[config.mk]
export PLATFORM = sky130hd
export DESIGN_NAME = dmem_bridge
export DESIGN_NICKNAME = d
export VERILOG_FILES = /design/src/rtl/arm_mem_pkg.sv /design/src/rtl/dmem_bridge.sv
export SDC_FILE = /design/constraint.sdc
export NUM_CORES = 1
export LEC_CHECK = 0
export ABC_AREA = 1
export CAP_MARGIN = 40
export CORE_ASPECT_RATIO = 0.6
export CORE_MARGIN = 4
export CORE_UTILIZATION = 30
export DETAILED_ROUTE_END_ITERATION = 16
export PLACE_DENSITY = 0.61
export SYNTH_ARGS = -nofsm -noshare
export SYNTH_HDL_FRONTEND = slang
export SYNTH_SLANG_ARGS = --single-unit
export TNS_END_PERCENT = 1
[constraint.sdc]
create_clock -name clk -period 3.2 [get_ports clk]
set_clock_uncertainty 0.05 [all_clocks]
set_input_delay 0.64 -clock clk [delete_from_list [all_inputs] [get_ports clk]]
set_output_delay 0.64 -clock clk [all_outputs]
set_load 0.005 [all_outputs]
[src/rtl/arm_mem_pkg.sv]
// Shared types and sizes for the data-memory bridge.
// Holds the bridge state encoding, bus widths and the default timeout.
package arm_mem_pkg;

    localparam int ADDR_W = 32;
    localparam int DATA_W = 32;
    localparam int TIMEOUT_CYCLES_DFLT = 64;

    typedef enum logic [1:0] {
        IDLE = 2'd0,
        REQ  = 2'd1,
        DONE = 2'd2
    } state_e;

endpackage

[src/rtl/dmem_bridge.sv]
// Bridges single-cycle datapath loads/stores onto a valid/ready bus.
// Optional REQ-state timeout is enabled by defining DMEM_BRIDGE_TIMEOUT_EN.
module dmem_bridge
    import arm_mem_pkg::*;
#(
    parameter int TIMEOUT_CYCLES = TIMEOUT_CYCLES_DFLT
) (
    input  logic              clk,
    input  logic              reset,
    input  logic              MemWrite,
    input  logic              MemRead,
    input  logic [ADDR_W-1:0] Addr,
    input  logic [DATA_W-1:0] WriteData,
    output logic [DATA_W-1:0] ReadData,
    output logic              Stall,
    output logic              MemErr,
    output logic              bus_valid,
    output logic              bus_write,
    output logic [ADDR_W-1:0] bus_addr,
    output logic [DATA_W-1:0] bus_wdata,
    input  logic              bus_ready,
    input  logic [DATA_W-1:0] bus_rdata,
    input  logic              bus_err
);

    state_e            state_q, state_d;
    logic              bus_write_q, bus_write_d;
    logic [ADDR_W-1:0] bus_addr_q, bus_addr_d;
    logic [DATA_W-1:0] bus_wdata_q, bus_wdata_d;
    logic [DATA_W-1:0] rdata_q, rdata_d;
    logic              err_q, err_d;
    logic              served_q, served_d;
    logic              req, misal, take, bad, expired;

`ifdef DMEM_BRIDGE_TIMEOUT_EN
    localparam int CNT_W = $clog2(TIMEOUT_CYCLES + 1);

    logic [CNT_W-1:0] cnt_q, cnt_d;

    // Count consecutive REQ cycles; cleared whenever REQ is left.
    always_comb begin
        expired = (state_q == REQ) && (cnt_q == CNT_W'(TIMEOUT_CYCLES - 1));
        cnt_d = '0;
        if (state_q == REQ && !bus_ready && !expired) begin
            cnt_d = cnt_q + 1'b1;
        end
    end

    // Timeout counter register.
    always_ff @(posedge clk or posedge reset) begin
        if (reset) begin
            cnt_q <= '0;
        end else begin
            cnt_q <= cnt_d;
        end
    end
`else
    wire [31:0] unused_timeout = TIMEOUT_CYCLES;
    assign expired = 1'b0;
`endif

    // Request decode and next-state / capture logic.
    always_comb begin
        req   = MemWrite | MemRead;
        misal = |Addr[1:0];
        take  = (state_q == IDLE) && req && !served_q && !misal;
        bad   = (state_q == IDLE) && req && !served_q && misal;

        state_d     = state_q;
        bus_write_d = bus_write_q;
        bus_addr_d  = bus_addr_q;
        bus_wdata_d = bus_wdata_q;
        rdata_d     = rdata_q;
        err_d       = err_q;
        served_d    = served_q;

        unique case (state_q)
            IDLE: begin
                if (take) begin
                    state_d     = REQ;
                    bus_write_d = MemWrite;
                    bus_addr_d  = {Addr[ADDR_W-1:2], 2'b00};
                    bus_wdata_d = WriteData;
                end else if (!req) begin
                    served_d = 1'b0;
                end
            end
            REQ: begin
                if (bus_ready) begin
                    state_d = DONE;
                    err_d   = bus_err;
                    if (!bus_write_q) begin
                        rdata_d = bus_rdata;
                    end
                end else if (expired) begin
                    state_d = DONE;
                    err_d   = 1'b1;
                    rdata_d = '0;
                end
            end
            DONE: begin
                state_d  = IDLE;
                served_d = 1'b1;
            end
            default: begin
                state_d = IDLE;
            end
        endcase
    end

    // State and captured-transaction registers.
    always_ff @(posedge clk or posedge reset) begin
        if (reset) begin
            state_q     <= IDLE;
            bus_write_q <= 1'b0;
            bus_addr_q  <= '0;
            bus_wdata_q <= '0;
            rdata_q     <= '0;
            err_q       <= 1'b0;
            served_q    <= 1'b0;
        end else begin
            state_q     <= state_d;
            bus_write_q <= bus_write_d;
            bus_addr_q  <= bus_addr_d;
            bus_wdata_q <= bus_wdata_d;
            rdata_q     <= rdata_d;
            err_q       <= err_d;
            served_q    <= served_d;
        end
    end

    assign bus_valid = (state_q == REQ);
    assign bus_write = bus_write_q;
    assign bus_addr  = bus_addr_q;
    assign bus_wdata = bus_wdata_q;
    assign Stall     = take || (state_q == REQ);
    assign MemErr    = bad || ((state_q == DONE) && err_q);
    assign ReadData  = bad ? '0 : rdata_q;

endmodule

==> flow_metrics.py <==
metrics = {
    "synth": {
        "ys_seq_area_share_pct": 56.75,
        "synth_seq_cells": 99,
        "ys_warn_count": 0,
        "syn_area_per_cell_um2": 8.560,
        "syn_inst": 510,
        "synth_cell_type_count": 20,
        "syn_area_um2": 4365,
    },
    "global_routing": {
        "met2_usage_pct": 23.66,
        "met1_usage_pct": 20.59,
        "grt-busiest-layer": "met2",
        "grt_pass1_wl_mm": 20.58,
        "grt_use_met3_pct": 6.425,
        "track_usage_pct": 15.40,
        "grt_pass1_vias": 3933,
        "grt_max_degree": 100,
        "grt_overflow": 0,
        "antenna_found_initial": 0,
    },
    "clock_network": {
        "worst_skew_pair.late_latency_ns": 0.33,
        "root_buffer": "clkbuf_16",
        "hold_buffers": 0,
        "clock_path_buffers": 2,
        "cts_buffers": 9,
        "cts-resized-gates": 0,
        "clk_pin_slew_ns": 0.07,
        "post_cts_buffers": 0,
        "cts.sinks": 99,
        "htreeDepth": 3,
        "tritoncts": "yes",
    },
    "power_and_ir_drop": {
        "pwr-share-clk_pct": 19.6,
        "intPower_mw": 4.001,
        "switching_share_pct": 32.66,
        "pwr-share-seq_pct": 36.7,
        "power_density_nw_per_um2": 881.1,
        "power_leakage_nw": 3.268,
        "p_comb_share_pct": 43.7,
        "p_switching_mw": 1.941,
        "ir_worst_vdd_mv": 0.4365,
    },
    "placed_design": {
        "gp_congestion": 0.7579,
        "dp_cells": 874,
        "place_ws_ns": 0.2164,
        "dp_hpwl_mm": 9.060,
        "io_buffers": 199,
    },
    "timing": {
        "rsz0062_at_grt": "no",
        "finalWorstSetupSlack_ns": 0.2227,
        "setup_viol": 0,
        "setup-tns-final_ns": 0,
        "max_slew_margin_pct": 54.54,
        "period_share_pct": 93.04,
        "hold_viol_final": 0,
        "slew_violations": 0,
        "tightest_slew_ns": 0.6820,
        "fmax_mhz": 335.9,
        "final.min_clock_period_ns": 2.977,
    },
    "route": {
        "wl_per_cell_um": 14.32,
        "vias": 3915,
        "ant_nets": 0,
        "dr.pass1.iters": 4,
        "initialDrtViolationCount": 306,
        "drc_errors": 0,
        "avgViaCountPerCell": 4.399,
        "wl_mm": 12.75,
    },
    "hold_path": {
        "hold_depth": 2,
        "whs_endpoint": "rdata_q[20]",
        "hp-class": "flip-flop to flip-flop",
        "min_from": "rdata_q[20]",
    },
    "floorplan": {
        "floorplan.initialDensity_pct": 31.28,
        "die_area_um2": 16610,
        "core_um2": 13960,
        "ios": 202,
        "rows": 33,
        "die_height_um": 101.4,
        "die_w_um": 163.7,
    },
    "worst_setup_path": {
        "reg2reg_slack_ns": 1.49,
        "startpoint_type": "input pin",
        "worstSetupEndpointType": "output pin",
        "rr_endpoint": "rdata_q[27]",
        "critPathRequiredTime_ns": 2.51,
        "critPathMaxFanout": 32,
        "path_class": "input pin to output pin",
        "rr_worst_depth": 6,
        "worstReg2RegStart": "state_q[1]",
        "cp.arrival_ns": 2.29,
    },
    "cells_and_area": {
        "stdcell_count": 890,
        "fillers": 1368,
        "utilization_pct": 48.32,
        "num_antenna_cells": 0,
        "drive_gt1_share_pct": 4.871,
        "fin_nets": 795,
        "area_growth_pct": 54.49,
    },
    "run_status": {
        "run_status": "finished clean",
    },
    "job": {
        "drv_cap": 0,
    },
}
## metrics by stage
stage / power (mW) / hold slack [ns] / instance area, um2
6_report: 5.942 / 0.4223 / 6744
3_3_place_gp: 4.777 / 0.4028 / 6421
2_1_floorplan: 3.263 / 0.3919 / 4373
3_5_place_dp: 4.841 / 0.4074 / 6421
5_1_grt: 6.421 / 0.4419 / 6744
4_1_cts: 6.054 / 0.4243 / 6744
## Yosys cell counts, drive strengths merged
library cell | number | area [um2]
o21ai | 4 | 20.02
nor2 | 38 | 185.2
nor3 | 1 | 16.27
nand4 | 1 | 6.260
clkbuf | 4 | 15.01
buf | 30 | 259.0
inv | 39 | 146.4
nand3 | 95 | 480.5
dfrtp | 99 | 2477
conb | 1 | 3.750
nand2 | 198 | 755.7
## power by group through the flow
| stage | clock network (mW) | registers, mW | logic, mW |
|---|---|---|---|
| floorplan | 0 | 2.18 | 1.08 |
| global placement | 0 | 2.17 | 2.61 |
| detailed placement | 0 | 2.19 | 2.65 |
| CTS | 1.22 | 2.18 | 2.66 |
| global route | 1.26 | 2.26 | 2.91 |
| finish | 1.17 | 2.18 | 2.60 |
## layout by cell type, fill, tap and decap left out, types with 2 or more instances in the layout
| cell type | count |
|---|---|
| clkinvlp_4 | 2 |
| nor2_1 | 33 |
| buf_4 | 3 |
| o21ai_0 | 4 |
| dfrtp_1 | 99 |
| nor2_4 | 2 |
| nand2_2 | 2 |
| bufinv_16 | 2 |
| inv_1 | 36 |
| conb_1 | 2 |
| nand2_1 | 195 |
| inv_6 | 3 |
| nand3_1 | 94 |
| clkbuf_16 | 9 |
| nor2_8 | 2 |
| buf_12 | 3 |
| inv_2 | 2 |
| clkdlybuf4s50_1 | 199 |
## final cells by class
type,count,area [um2],area share [%]
multi-input cells,339,1479,21.93
flip-flops and latches,99,2477,36.73
clock buffers,10,229.0,3.395
clock inverters,6,93.84,1.391
inverters,39,150.1,2.226
repair buffers,205,2074,30.76
well taps,192,240.2,3.562
## cell families after synthesis
| kind of cell | Yosys count | synth area share, % |
|---|---|---|
| other | 1 | 0.08590 |
| flip-flops | 99 | 56.75 |
| AND/OR/NAND/NOR | 333 | 33.08 |
| buffers and inverters | 73 | 9.630 |
| AO/OA/AOI/OAI | 4 | 0.4586 |
## state kept, by name (all words and copies together), names as in the netlist
| signal | flops |
|---|---|
| served_q | 1 |
| rdata_q | 32 |
| bus_wdata | 32 |
| err_q | 1 |
| bus_addr | 30 |
| bus_write | 1 |
| state_q | 2 |
## routing by layer
metal	vias to the layer above	routed length (um)
met5	-	0
met4	0	156
met3	12	1204
met2	142	5561
met1	1827	5824
li1	1934	-
## critical path: stages
cell             delay [ns]
clkdlybuf4s50_1        0.45
nor2_4                 0.26
nor3_4                 0.09
buf_12                 0.17
nor2_1                 0.13
clkdlybuf4s50_1        0.52
## worst max-delay path by stage
stage,depth (start not counted),start,endpoint
after floorplan,6,MemRead,Stall
after global placement,6,MemRead,ReadData[6]
after detailed placement,6,MemRead,ReadData[23]
after CTS,6,MemRead,ReadData[23]
after global routing,6,MemWrite,ReadData[6]
final,6,MemRead,ReadData[23]
No activity file was read; power rests on OpenSTA's default activity.
